<file path="config.mk">
export PLATFORM = sky130hd
export DESIGN_NAME = rca_pipe
export DESIGN_NICKNAME = d
export VERILOG_FILES = /design/src/rtl/rca_pipe_pkg.sv /design/src/rtl/rca_pipe_slice.sv /design/src/rtl/rca_pipe.sv
export SDC_FILE = /design/constraint.sdc
export NUM_CORES = 1
export LEC_CHECK = 0
export CAP_MARGIN = 25
export CORE_AREA = 8 8 77 113
export CTS_BUF_LIST = sky130_fd_sc_hd__clkbuf_4
export CTS_CLUSTER_DIAMETER = 80
export DETAILED_ROUTE_END_ITERATION = 8
export DIE_AREA = 0 0 85 121
export HOLD_SLACK_MARGIN = 0.15
export PLACE_DENSITY_LB_ADDON = 0.15
export SYNTH_ARGS = -nofsm -noshare
export SYNTH_HDL_FRONTEND = slang
export SYNTH_SLANG_ARGS = --single-unit
</file>
<file path="constraint.sdc">
create_clock -name i_clk -period 5.3 [get_ports i_clk]
set_clock_uncertainty 0.05 [all_clocks]
set_input_delay 0.795 -clock i_clk [delete_from_list [all_inputs] [get_ports i_clk]]
set_output_delay 0.795 -clock i_clk [all_outputs]
set_load 0.1 [all_outputs]
</file>
<file path="src/rtl/rca_pipe_pkg.sv">
// Shared definitions for the pipelined ripple-carry adder/subtractor.
// Latency: n/a (types, defaults and a combinational full-adder helper only).
// Backpressure: n/a.
package rca_pipe_pkg;

    localparam int NB_DATA_DEF  = 16;
    localparam int N_STAGES_DEF = 4;

    // One full-adder result bit pair
    typedef struct packed {
        logic co;
        logic s;
    } fa_t;

    // Single-bit full adder; the slice ripples through one of these per bit
    function automatic fa_t fa(input logic a, input logic b, input logic ci);
        fa_t r;
        r.s  = a ^ b ^ ci;
        r.co = (a & b) | (ci & (a ^ b));
        return r;
    endfunction

endpackage

</file>
<file path="src/rtl/rca_pipe_slice.sv">
// Combinational NB_SLICE-bit ripple-carry slice built from full-adder cells.
// Latency: 0 cycles (purely combinational; the parent registers its outputs).
// Backpressure: none.
module rca_pipe_slice
    import rca_pipe_pkg::*;
#(
    parameter int NB_SLICE = 4
) (
    input  logic [NB_SLICE-1:0] a_i,
    input  logic [NB_SLICE-1:0] b_i,
    input  logic                c_i,
    output logic [NB_SLICE-1:0] sum_o,
    output logic                c_o,
    output logic                c_msb_o
);

    // carry[j] is the carry into bit j; carry[NB_SLICE] leaves the slice
    logic [NB_SLICE:0] carry;

    // Ripple the carry from bit 0 upwards, one full adder per bit
    always_comb begin
        fa_t bit_r;
        bit_r    = '0;
        carry    = '0;
        sum_o    = '0;
        carry[0] = c_i;
        for (int j = 0; j < NB_SLICE; j++) begin
            bit_r        = fa(a_i[j], b_i[j], carry[j]);
            sum_o[j]     = bit_r.s;
            carry[j+1]   = bit_r.co;
        end
    end

    assign c_o     = carry[NB_SLICE];
    assign c_msb_o = carry[NB_SLICE-1];

endmodule

</file>
<file path="src/rtl/rca_pipe.sv">
// Pipelined NB_DATA-bit ripple-carry add/subtract, one NB_SLICE carry slice per stage.
// Latency: exactly N_STAGES cycles from i_valid sample to o_valid; 1 op/cycle.
// Backpressure: none; i_clear flushes in-flight valids (and drops a same-cycle i_valid).
module rca_pipe
    import rca_pipe_pkg::*;
#(
    parameter int NB_DATA  = NB_DATA_DEF,
    parameter int N_STAGES = N_STAGES_DEF
) (
    input  logic               i_clk,
    input  logic               i_rst_n,
    input  logic               i_clear,
    input  logic               i_valid,
    input  logic               i_sub,
    input  logic [NB_DATA-1:0] i_a,
    input  logic [NB_DATA-1:0] i_b,
    input  logic               i_c,
    output logic               o_valid,
    output logic [NB_DATA-1:0] o_sum,
    output logic               o_c,
    output logic               o_ovf
);

    localparam int NB_SLICE = NB_DATA / N_STAGES;

    // Subtraction is a + ~b + ~borrow; invert once at the input so every slice just adds
    logic [NB_DATA-1:0] b_eff;
    logic               cin_eff;

    assign b_eff   = i_sub ? ~i_b : i_b;
    assign cin_eff = i_sub ? ~i_c : i_c;

    for (genvar k = 0; k < N_STAGES; k++) begin : g_stage
        // Result bits accumulated so far: slices 0..k, lower slices already de-skewed
        localparam int W_SUM = (k + 1) * NB_SLICE;

        logic [NB_SLICE-1:0] a_sl;
        logic [NB_SLICE-1:0] b_sl;
        logic [NB_SLICE-1:0] s_sl;
        logic                c_in;
        logic                c_out;
        logic                c_msb;
        logic [W_SUM-1:0]    sum_d;
        logic [W_SUM-1:0]    sum_q;
        logic                c_q;
        logic                vld_d;
        logic                vld_q;

        if (k == 0) begin : g_src
            assign a_sl  = i_a[NB_SLICE-1:0];
            assign b_sl  = b_eff[NB_SLICE-1:0];
            assign c_in  = cin_eff;
            assign sum_d = s_sl;
            assign vld_d = i_valid;
        end else begin : g_src
            // Operand slice k has been skewed by k registers to meet its carry here
            assign a_sl  = g_stage[k-1].g_op.opa_q[NB_SLICE-1:0];
            assign b_sl  = g_stage[k-1].g_op.opb_q[NB_SLICE-1:0];
            assign c_in  = g_stage[k-1].c_q;
            assign sum_d = {s_sl, g_stage[k-1].sum_q};
            assign vld_d = g_stage[k-1].vld_q;
        end

        rca_pipe_slice #(
            .NB_SLICE (NB_SLICE)
        ) u_slice (
            .a_i     (a_sl),
            .b_i     (b_sl),
            .c_i     (c_in),
            .sum_o   (s_sl),
            .c_o     (c_out),
            .c_msb_o (c_msb)
        );

        // Stage result/carry/valid; data loads every cycle, clear only kills valids
        always_ff @(posedge i_clk or negedge i_rst_n) begin
            if (!i_rst_n) begin
                sum_q <= '0;
                c_q   <= 1'b0;
                vld_q <= 1'b0;
            end else begin
                sum_q <= sum_d;
                c_q   <= c_out;
                vld_q <= vld_d & ~i_clear;
            end
        end

        if (k < N_STAGES - 1) begin : g_op
            // Operand bits not yet consumed, slice k+1 sitting in the low NB_SLICE bits
            localparam int W_OP = (N_STAGES - 1 - k) * NB_SLICE;

            logic [W_OP-1:0] opa_d;
            logic [W_OP-1:0] opb_d;
            logic [W_OP-1:0] opa_q;
            logic [W_OP-1:0] opb_q;

            if (k == 0) begin : g_opsrc
                assign opa_d = i_a[NB_DATA-1:NB_SLICE];
                assign opb_d = b_eff[NB_DATA-1:NB_SLICE];
            end else begin : g_opsrc
                assign opa_d = g_stage[k-1].g_op.opa_q[W_OP+NB_SLICE-1:NB_SLICE];
                assign opb_d = g_stage[k-1].g_op.opb_q[W_OP+NB_SLICE-1:NB_SLICE];
            end

            // Skew register for the still-pending upper operand slices
            always_ff @(posedge i_clk or negedge i_rst_n) begin
                if (!i_rst_n) begin
                    opa_q <= '0;
                    opb_q <= '0;
                end else begin
                    opa_q <= opa_d;
                    opb_q <= opb_d;
                end
            end
        end

        if (k == N_STAGES - 1) begin : g_out
            logic ovf_q;

            // Signed overflow: carry into the MSB disagrees with carry out of it
            always_ff @(posedge i_clk or negedge i_rst_n) begin
                if (!i_rst_n) begin
                    ovf_q <= 1'b0;
                end else begin
                    ovf_q <= c_msb ^ c_out;
                end
            end

            assign o_sum   = sum_q;
            assign o_c     = c_q;
            assign o_valid = vld_q;
            assign o_ovf   = ovf_q;
        end else begin : g_mid
            // Only the top slice's MSB carry feeds the overflow flag
            logic unused_msb;
            assign unused_msb = c_msb;
        end
    end

endmodule

</file>
==> PnR_summary.wiki, run 1 <==
{| class="wikitable"
! Metric !! Value
|-
| Via-to-Cell Ratio || 4.17
|-
| Total number of nets in the final design || 294
|-
| Count of filler cells inserted in the layout || 578
|-
| Required time of the worst setup path || 5.57 ns
|-
| Category of the worst setup path capture point || register
|-
| Main combinational cell family by area after synthesis || adder cells
|-
| Wire length of the first global-routing pass || 6.94 mm
|-
| Ys Warns || 0
|-
| Total global routing overflow || 0
|-
| Synth Net Count || 228
|-
| Number of gates resized after CTS || 0
|-
| Number of enable-type register cells in the synthesized netlist || 0
|-
| Critical-path top delay cell || clkdlybuf4s50_1
|-
| Via count of the first global-routing pass || 1,535
|-
| CP bufs+invs || 4
|-
| Area of the multi-input gates || 503 um2
|-
| Switching share of power || 0.346
|-
| Post-synthesis simple-gate area fraction || 0.00807
|-
| Largest net degree at the start of global routing || 72
|-
| Number of I/O port buffers || 56
|-
| Final setup violation count || 0
|-
| Share of layout cells above drive strength 1 || 0.0735
|-
| Cell Area, Synth || 3100 um2
|-
| RD Place Congestion || 0.652
|-
| Compound-gate portion of the synthesized area || 0
|-
| Crit path top cell by count || fa_1
|-
| Critical path startpoint category || input pin
|-
| Clock network power share || 0.233
|-
| Post-CTS repair timing setup buffer count || 0
|-
| Fraction of registers with async set or reset after synthesis || 1.00
|-
| Post-synthesis adder-cell area fraction || 0.103
|-
| Initial Util || 0.438
|-
| Cell internal power dissipation || 1180 uW
|-
| Synthesized area divided by synthesized cell count || 17.8 um2
|-
| Number of endpoints with negative hold slack in the final report || 0
|-
| Type of the worst setup path || input pin to register
|-
| Flip-flop cell with the highest count after synthesis || dfrtp_1
|-
| Period utilization || 0.625
|-
| Area share of the leading cell type in the synthesized netlist || 0.783
|-
| Combined flip-flop and latch cell area || 2430 um2
|-
| # rows || 38
|-
| Die Outline Area || 10,300 um2
|-
| Post-DP HPWL || 2.77 mm
|-
| Net switching power || 627 uW
|-
| Clock slew at the register clock pins of the worst setup and hold paths || 0.13 ns
|-
| GRT Util Overall || 0.0910
|-
| Buffer depth of the longest clock path || 2
|-
| Number of detailed-route iterations in the first pass || 2
|-
| Power share of the combinational group || 0.273
|-
| Hold Buf Count CTS || 0
|-
| Synthesis-to-finish area growth || 25.7%
|-
| Max Cap Viol || 0
|-
| Mux contribution to synthesized area || 0
|-
| Worst relative slew slack || 0.343
|-
| Detailed-route wire length || 3.92 mm
|-
| Core region area || 7080 um2
|-
| Biggest fanout along the worst timing path || 17
|-
| Die span in y || 121 um
|-
| Sequential cell fraction of total power || 0.494
|-
| Post-detailed-route count of antenna-violating nets || 0
|-
| Clock tree from TritonCTS || done
|-
| TritonCTS sink count || 97
|-
| Maximum vdd drop || 0.228 mV
|-
| Largest stage delay, worst path || 1.07 ns
|-
| WL per Instance || 12.0 um
|-
| Power, Total || 1810 uW
|-
| Clock latency of the later-clocked register in the worst-skew pair || 0.42 ns
|-
| Num CTS Buffers || 9
|-
| Root buffer selected by CTS || clkbuf_4
|-
| Library cells used by synthesis || 8
|-
| #FFs+latches synth || 97
|-
| Drc violations || 0
|-
| Gate count after technology mapping || 174
|-
| Total via count after detailed routing || 1,354
|-
| Htree depth || 3
|-
| CP arrival || 3.58 ns
|-
| Part of the Yosys area used for sequential elements || 0.783
|-
| Antenna diode count || 0
|-
| Status || finished, final reports clean
|-
| Worst Tran Pin Value || 0.983 ns
|-
| Top cell types by occurrence after synthesis || 97 x dfrtp_1, 37 x inv_1, 16 x fa_1
|-
| Horizontal extent of the die || 85 um
|-
| Series of cell instances along the critical path || clkdlybuf4s50_1, xnor2_1, fa_1, inv_1, fa_1, inv_1, fa_1, inv_1, fa_1
|-
| Largest area contributor in the netlist || dfrtp_1
|-
| Type of the most critical hold path || input pin to async pin
|-
| RSZ-0062 raised after global routing || false
|-
| Initial DRC Count || 48
|-
| Antenna violations before repair || 0
|-
| Most area-consuming cells after synthesis || dfrtp_1 78%, fa_1 10%, inv_1 4.5%, xor2_1 4.0%, xnor2_1 1.1%
|-
| Total power per unit cell area || 465 nW/um2
|-
| Dominant delay contributor by cell family on the critical path || adder cells
|-
| LEAKAGE || 0.00184 uW
|-
| Fraction of synthesized cell area in xor and xnor cells || 0.0508
|-
| Setup_tns || 0 ns
|-
| Top Ports || 57
|-
| Final critical delay including setup and external delays || 3.31 ns
|-
| Most frequent cell after synthesis || dfrtp_1
|-
| Number of max-slew violations in the final report || 0
|-
| FMAX || 0.302 GHz
|}
power by group through the flow:
| stage | Combinational [uW] | Clock (uW) | Sequential (uW) |
|---|---|---|---|
| final | 495 | 422 | 895 |
| after global routing | 521 | 472 | 908 |
| after CTS | 503 | 443 | 898 |
| after detailed placement | 503 | 0 | 914 |
| after global placement | 498 | 0 | 910 |
| after floorplan | 58.6 | 0 | 1210 |
cell usage in the layout (no fill, tap or decap):
cell type / n
bufinv_16: 2
fa_1: 16
buf_4: 2
clkbuf_4: 11
inv_1: 37
clkdlybuf4s50_1: 55
inv_6: 1
nor2b_1: 4
xor2_1: 14
clkinv_2: 2
dfrtp_1: 97
xnor2_1: 4
worst reg2reg max path: cells and delay by family, from the launching register on:
family | cells | cell delay (ns)
adder cells (fa/ha/maj) | 4 | 1.37
buffers and inverters | 4 | 0.27
flip-flops | 1 | 0.41
flip-flops by register name (all words and copies together) (netlist names):
register,count
g_stage.c_q,3
g_stage.g_op.opa_q,24
g_stage.g_op.opb_q,24
g_stage.sum_q,24
g_stage.vld_q,3
o_c,1
o_ovf,1
o_sum,16
o_valid,1
per-stage QoR:
step / setup slack, ns / instance area [um2] / hold slack, ns / std cells / util
finish: 1.99 / 3900 / 0.202 / 325 / 0.550
floorplan: 2.49 / 3100 / 0.281 / 174 / -
global route: 1.83 / 3900 / 0.182 / 325 / 0.550
detailed placement: 1.49 / 3730 / 0.285 / 309 / 0.527
global placement: 1.48 / 3730 / 0.281 / 309 / 0.527
CTS: 1.99 / 3900 / 0.166 / 325 / 0.550
final timing paths:
kind	slack (ns)	end	cells after the start	from
setup reg to reg	3.16	o_sum[15]	8	g_stage[2].c_q
max in group asynchronous	3.87	g_stage[1].g_op.opb_q[0]	2	i_rst_n
hold / removal	0.20	g_stage[2].g_op.opb_q[1]	1	i_rst_n
min in group i_clk	0.31	g_stage[2].sum_q[6]	0	g_stage[1].sum_q[6]
hold reg to reg	0.31	g_stage[2].sum_q[6]	0	g_stage[1].sum_q[6]
setup / recovery	1.99	g_stage[0].sum_q[3]	9	i_sub
layer usage:
layer	vias to the layer above	routed length [um]	share of wire	GRT usage
li1	624	-	-	-
met1	673	1600	0.41	0.0998
met2	46	1930	0.49	0.136
met3	11	267	0.068	0.0481
met4	0	112	0.029	0.0571
met5	-	0	0	0
area by class of cell:
class,count,share of cell area
Clock buffer,11,0.0212
Multi-Input combinational cell,38,0.129
Clock inverter,5,0.0202
Tap cell,80,0.0257
Inverter,37,0.0356
Timing Repair Buffer,57,0.145
Sequential cell,97,0.623
kinds of logic after synthesis:
logic type | count (synthesis)
buffers and inverters | 39
DFF | 97
adders and majority gates | 16
xor gates and xnor gates | 18
and+or+nand+nor | 4
Note: power is estimated with default switching activity, not from simulation.
==> run 2: changes to the inputs <==
- clock period: 5.3 -> 3.1 ns (I/O delays scaled with it)
==> PnR_summary.wiki, run 2 (synthesized netlist as in run 1, its figures left out) <==
{| class="wikitable"
! Metric !! Value
|-
| TritonCTS sink count || 97 (unchanged)
|-
| Commonest cells after routing, fill and taps aside || 97 x dfrtp_1, 37 x inv_1, 36 x clkdlybuf4s50_1 (was 97 x dfrtp_1, 55 x clkdlybuf4s50_1, 37 x inv_1)
|-
| WL per Instance || 11.8 um (was 12.0 um)
|-
| Setup slack of the critical path after layout || 0.715 ns (was 1.99 ns)
|-
| Number of detailed-route iterations in the first pass || 4 (was 2)
|-
| Total number of nets in the final design || 298 (was 294)
|-
| Max Cap Viol || 0 (unchanged)
|-
| Clock slew at the register clock pins of the worst setup and hold paths || 0.14 ns (was 0.13 ns)
|-
| Worst-case register-to-register setup slack || 0.98 ns (was 3.16 ns)
|-
| Type of the most critical hold path || register to register (was input pin to async pin)
|-
| Cell area reported after detailed placement || 3710 um2 (was 3730 um2)
|-
| Wire length of the first global-routing pass || 6.88 mm (was 6.94 mm)
|-
| Via count of the first global-routing pass || 1,582 (was 1,535)
|-
| FMAX || 0.419 GHz
|-
| Biggest fanout along the worst timing path || 4 (was 17)
|-
| Share of layout cells above drive strength 1 || 0.161 (was 0.0735)
|-
| Area of the multi-input gates || 503 um2 (unchanged)
|-
| Number of max-slew violations in the final report || 0 (unchanged)
|-
| Clock tree from TritonCTS || done (unchanged)
|-
| Most common cell after layout, fill and taps aside || dfrtp_1 (unchanged)
|-
| Required time of the worst setup path || 3.36 ns (was 5.57 ns)
|-
| Setup slack after placement || 0.247 ns (was 1.49 ns)
|-
| GRT Util Overall || 0.0891 (was 0.0910)
|-
| Total via count after detailed routing || 1,354 (unchanged)
|-
| LEAKAGE || 0.00186 uW (was 0.00184 uW)
|-
| Post-detailed-route count of antenna-violating nets || 0 (unchanged)
|-
| Number of gates resized after CTS || 0 (unchanged)
|-
| Period utilization || 0.769
|-
| Category of the worst setup path capture point || register (unchanged)
|-
| Die span in y || 121 um (unchanged)
|-
| Setup_tns || 0 ns (unchanged)
|-
| Top Ports || 57 (unchanged)
|-
| Clock latency of the later-clocked register in the worst-skew pair || 0.42 ns (about the same)
|-
| Largest stage delay, worst path || 0.55 ns (was 1.07 ns)
|-
| Total power per unit cell area || 774 nW/um2 (was 465 nW/um2)
|-
| Post-Layout Inst Area || 3860 um2 (was 3900 um2)
|-
| Root buffer selected by CTS || clkbuf_4 (unchanged)
|-
| Initial Util || 0.438 (unchanged)
|-
| Combined flip-flop and latch cell area || 2430 um2 (unchanged)
|-
| CP arrival || 2.65 ns (was 3.58 ns)
|-
| Worst Tran Pin Value || 0.761 ns (was 0.983 ns)
|-
| Number of endpoints with negative hold slack in the final report || 0 (unchanged)
|-
| Core region area || 7080 um2 (unchanged)
|-
| Worst relative slew slack || 0.493 (was 0.343)
|-
| Horizontal extent of the die || 85 um (unchanged)
|-
| Antenna diode count || 0 (unchanged)
|-
| # rows || 38 (unchanged)
|-
| Final setup violation count || 0 (unchanged)
|-
| Total global routing overflow || 0 (unchanged)
|-
| Biggest regs || g_stage.g_op.opa_q: 24 flops, g_stage.g_op.opb_q: 24 flops, g_stage.sum_q: 24 flops (unchanged)
|-
| Final critical delay including setup and external delays || 2.38 ns
|-
| Die Outline Area || 10,300 um2 (unchanged)
|-
| Count of filler cells inserted in the layout || 585 (was 578)
|-
| Post-CTS repair timing setup buffer count || 0 (unchanged)
|-
| Antenna violations before repair || 0 (unchanged)
|-
| Post-DP HPWL || 2.80 mm (was 2.77 mm)
|-
| Critical path startpoint category || input pin (unchanged)
|-
| Crit path top cell by count || fa_1 (unchanged)
|-
| Drc violations || 0 (unchanged)
|-
| Status || finished, final reports clean (unchanged)
|-
| Detailed-route wire length || 3.88 mm (was 3.92 mm)
|-
| Series of cell instances along the critical path || clkdlybuf4s50_1, xnor2_1, fa_1, inv_1, fa_1, inv_1, fa_1, inv_1, fa_1 (unchanged)
|-
| Critical-path top delay cell || clkdlybuf4s50_1 (unchanged)
|-
| Via-to-Cell Ratio || 4.12 (was 4.17)
|-
| Buffer depth of the longest clock path || 2 (unchanged)
|-
| Num CTS Buffers || 9 (unchanged)
|-
| Number of I/O port buffers || 56 (unchanged)
|-
| Post-Route Hold Slack || 0.306 ns (was 0.202 ns)
|-
| Hold Buf Count CTS || 1 (was 0)
|-
| Type of the worst setup path || input pin to register (unchanged)
|-
| Initial DRC Count || 36 (was 48)
|-
| RSZ-0062 raised after global routing || false (unchanged)
|-
| Maximum vdd drop || 0.344 mV (was 0.228 mV)
|-
| Htree depth || 3 (unchanged)
|-
| RD Place Congestion || 0.643 (was 0.652)
|-
| Largest net degree at the start of global routing || 66 (was 72)
|-
| Synthesis-to-finish area growth || 24.5% (was 25.7%)
|}
## run 2: cell count changes in the layout (fill, tap and decap cells not counted), sizes merged
cell,change
buf,+22
clkdlybuf4s50,-19
clkinvlp,+3
clkbuf,-2
bufinv,-1
clkinv,+1
dlygate4sd3,+1
inv,-1
## run 2: cell type report
| type | count | share of cell area |
|---|---|---|
| Clock buffer | 9 | 0.0175 |
| Clock inverter | 7 | 0.0185 |
| Inverter | 37 | 0.0360 |
| Multi-Input combinational cell | 38 | 0.130 |
| Sequential cell | 97 | 0.629 |
| Tap cell | 80 | 0.0259 |
| Timing Repair Buffer | 61 | 0.143 |
## run 2: layer usage
metal / GRT usage / part of all wire / up-vias
li1: - / - / 631
met4: 0.0705 / 0.029 / 0
met5: 0 / 0 / -
met1: 0.0937 / 0.39 / 666
met2: 0.135 / 0.50 / 48
met3: 0.0414 / 0.073 / 9
## run 2: per-stage QoR
stage / total power [uW] / instances / util
2_1_floorplan: 2160 / 174 / -
5_1_grt: 3140 / 329 / 0.545
4_1_cts: 3040 / 329 / 0.545
3_3_place_gp: 2390 / 312 / 0.524
3_5_place_dp: 2400 / 312 / 0.524
6_report: 2980 / 329 / 0.545
## run 2: report_power, final
group	switching, uW	total (uW)	internal [uW]
clock	383	627	244
combinational	642	825	183
sequential	57.4	1530	1470
## run 2: worst paths after layout
kind,end,cells after the start,start
max,g_stage[0].sum_q[3],9,i_sub
min,g_stage[2].sum_q[2],0,g_stage[1].sum_q[2]
max reg2reg,o_sum[15],8,g_stage[2].c_q
min reg2reg,g_stage[2].sum_q[2],0,g_stage[1].sum_q[2]
max in group asynchronous,o_sum[7],3,i_rst_n
min in group asynchronous,g_stage[1].g_op.opa_q[7],2,i_rst_n
## run 2: worst max-delay path: cells and delay by family
| kind | cells | cell delay, ns |
|---|---|---|
| adder cells (fa/ha/maj) | 4 | 1.31 |
| XOR/XNOR | 1 | 0.13 |
| buffers and inverters | 4 | 0.74 |
==> run 3: changes to the inputs <==
- clock period: 3.1 -> 2.1 ns (I/O delays scaled with it)
==> PnR_summary.wiki, run 3 (synthesized netlist as in run 1, its figures left out) <==
{| class="wikitable"
! Metric !! Value
|-
| Status || finished, final reports clean (unchanged)
|-
| Post-DP HPWL || 2.85 mm (was 2.80 mm)
|-
| Antenna diode count || 0 (unchanged)
|-
| Antenna violations before repair || 0 (unchanged)
|-
| Period utilization || 0.981
|-
| Buffer depth of the longest clock path || 2 (unchanged)
|-
| Number of cells in the finished layout apart from fillers || 329 (unchanged)
|-
| GRT Util Overall || 0.0918 (was 0.0891)
|-
| Total global routing overflow || 0 (unchanged)
|-
| Area of the multi-input gates || 544 um2 (was 503 um2)
|-
| Total number of nets in the final design || 298 (unchanged)
|-
| FMAX || 0.486 GHz
|-
| CP arrival || 2.37 ns (was 2.65 ns)
|-
| Max Cap Viol || 0 (unchanged)
|-
| Post-detailed-route count of antenna-violating nets || 0 (unchanged)
|-
| Clock latency of the later-clocked register in the worst-skew pair || 0.41 ns (was 0.42 ns)
|-
| Number of max-slew violations in the final report || 0 (unchanged)
|-
| Type of the most critical hold path || input pin to register (was register to register)
|-
| Die Outline Area || 10,300 um2 (unchanged)
|-
| Initial DRC Count || 56 (was 36)
|-
| TritonCTS sink count || 97 (unchanged)
|-
| Biggest fanout along the worst timing path || 2 (was 4)
|-
| Initial Util || 0.438 (unchanged)
|-
| Num CTS Buffers || 9 (unchanged)
|-
| Number of detailed-route iterations in the first pass || 3 (was 4)
|-
| Post-CTS repair timing setup buffer count || 0 (unchanged)
|-
| Clock slew at the register clock pins of the worst setup and hold paths || 0.13 ns (was 0.14 ns)
|-
| Clock tree from TritonCTS || done (unchanged)
|-
| Top Ports || 57 (unchanged)
|-
| Count of filler cells inserted in the layout || 571 (was 585)
|-
| Amount of wire on met2 after detailed routing || 1.91 mm (was 1.95 mm)
|-
| Total via count after detailed routing || 1,361 (was 1,354)
|-
| Detailed-route wire length || 4.00 mm (was 3.88 mm)
|-
| Core region area || 7080 um2 (unchanged)
|-
| Final critical delay including setup and external delays || 2.06 ns
|-
| Drc violations || 0 (unchanged)
|-
| Root buffer selected by CTS || clkbuf_4 (unchanged)
|-
| Detailed-routing wirelength on met1 || 1.63 mm (was 1.53 mm)
|-
| Die span in y || 121 um (unchanged)
|-
| Synthesis-to-finish area growth || 25.8% (was 24.5%)
|-
| Required time of the worst setup path || 2.41 ns (was 3.36 ns)
|-
| Commonest cells after routing, fill and taps aside || 97 x dfrtp_1, 34 x clkdlybuf4s50_1, 30 x inv_1 (was 97 x dfrtp_1, 37 x inv_1, 36 x clkdlybuf4s50_1)
|-
| Final setup violation count || 0 (unchanged)
|-
| RD Place Congestion || 0.684 (was 0.643)
|-
| Largest net degree at the start of global routing || 43 (was 66)
|-
| Number of I/O port buffers || 56 (unchanged)
|-
| Worst relative slew slack || 0.654 (was 0.493)
|-
| Horizontal extent of the die || 85 um (unchanged)
|-
| # rows || 38 (unchanged)
|-
| Total power per unit cell area || 1130 nW/um2 (was 774 nW/um2)
|-
| Setup_tns || 0 ns (unchanged)
|-
| Via count of the first global-routing pass || 1,564 (was 1,582)
|-
| Top routing layer used || met4 (unchanged)
|-
| LEAKAGE || 0.00186 uW (about the same)
|-
| End-of-flow core utilization || 0.551 (was 0.545)
|-
| Combined flip-flop and latch cell area || 2430 um2 (unchanged)
|-
| Number of endpoints with negative hold slack in the final report || 0 (unchanged)
|-
| RSZ-0062 raised after global routing || true (was false)
|-
| Wire length of the first global-routing pass || 7.19 mm (was 6.88 mm)
|-
| Most common cell after layout, fill and taps aside || dfrtp_1 (unchanged)
|-
| Share of layout cells above drive strength 1 || 0.217 (was 0.161)
|-
| Category of the worst setup path capture point || register (unchanged)
|-
| Worst Tran Pin Value || 0.518 ns (was 0.761 ns)
|-
| Met3 wire length || 352 um (was 283 um)
|-
| Number of instances in the placed design || 312 (unchanged)
|-
| Type of the worst setup path || register to register (was input pin to register)
|-
| Biggest regs || g_stage.g_op.opa_q: 24 flops, g_stage.g_op.opb_q: 24 flops, g_stage.sum_q: 24 flops (unchanged)
|-
| Maximum vdd drop || 0.390 mV (was 0.344 mV)
|-
| Via-to-Cell Ratio || 4.14 (was 4.12)
|-
| Htree depth || 3 (unchanged)
|-
| WL per Instance || 12.1 um (was 11.8 um)
|-
| Critical path startpoint category || register (was input pin)
|}
## run 3: cell types whose count changed in the layout (fill, tap and decap cells not counted), moves of 3 or more
cell        delta
fa_1           -9
fa_2           +9
inv_1          -7
inv_2          +7
clkinv_1       +3
clkinvlp_4     -3
## run 3: final cells by class
| class | instances | share of cell area |
|---|---|---|
| Clock buffer | 11 | 0.0212 |
| Clock inverter | 5 | 0.0119 |
| Inverter | 37 | 0.0356 |
| Multi-Input combinational cell | 38 | 0.140 |
| Sequential cell | 97 | 0.622 |
| Tap cell | 80 | 0.0257 |
| Timing Repair Buffer | 61 | 0.144 |
## run 3: metal layers
| layer | track usage | vias up |
|---|---|---|
| met3 | 0.0488 | 7 |
| met4 | 0.0571 | 0 |
| met2 | 0.128 | 46 |
| met1 | 0.109 | 677 |
| met5 | 0 | - |
| li1 | - | 631 |
## run 3: critical path: stages, from the launching register on
cell and delay (ns):
dfrtp_1 0.41, fa_2 0.38, inv_2 0.06, fa_1 0.16, inv_1 0.06, fa_2 0.38
inv_2 0.06, fa_1 0.39, inv_1 0.06
## run 3: report_power, final
part | internal, uW | switching (uW)
clock | 378 | 526
combinational | 285 | 959
sequential | 2180 | 85.7
## run 3: path summary, 6_finish.rpt
check                           cells past startpoint                        to  slack, ns                startpoint
worst max register to register                      8                 o_sum[15]       0.04  g_stage[2].g_op.opb_q[0]
worst max-delay path                                8                 o_sum[15]       0.04  g_stage[2].g_op.opb_q[0]
worst min-delay path                                1  g_stage[0].g_op.opa_q[4]       0.27                    i_a[8]
max in group asynchronous                           3  g_stage[2].g_op.opa_q[2]       1.00                   i_rst_n
min in group asynchronous                           2                 o_sum[14]       0.36                   i_rst_n
worst min register to register                      0       g_stage[2].sum_q[5]       0.31       g_stage[1].sum_q[5]
## run 3: through the flow
stage | hold slack [ns] | worst slack [ns] | cell area (um2) | total power (uW)
after detailed placement | 0.283 | -0.624 | 3750 | 3560
after global routing | 0.220 | -0.0484 | 3900 | 4650
after floorplan | -0.0306 | -0.191 | 3130 | 3200
after global placement | 0.277 | -0.606 | 3750 | 3540
final | 0.271 | 0.0405 | 3900 | 4410
after CTS | 0.226 | -0.00303 | 3890 | 4480
## run 3: what timing repair did
item | CTS | global route
resized for setup | 7 | 6
setup endpoints to repair | 5 | 3
endpoints found under the hold margin | 40 | 0
pin swaps | 0 | 4
hold buffers | 1 | 0
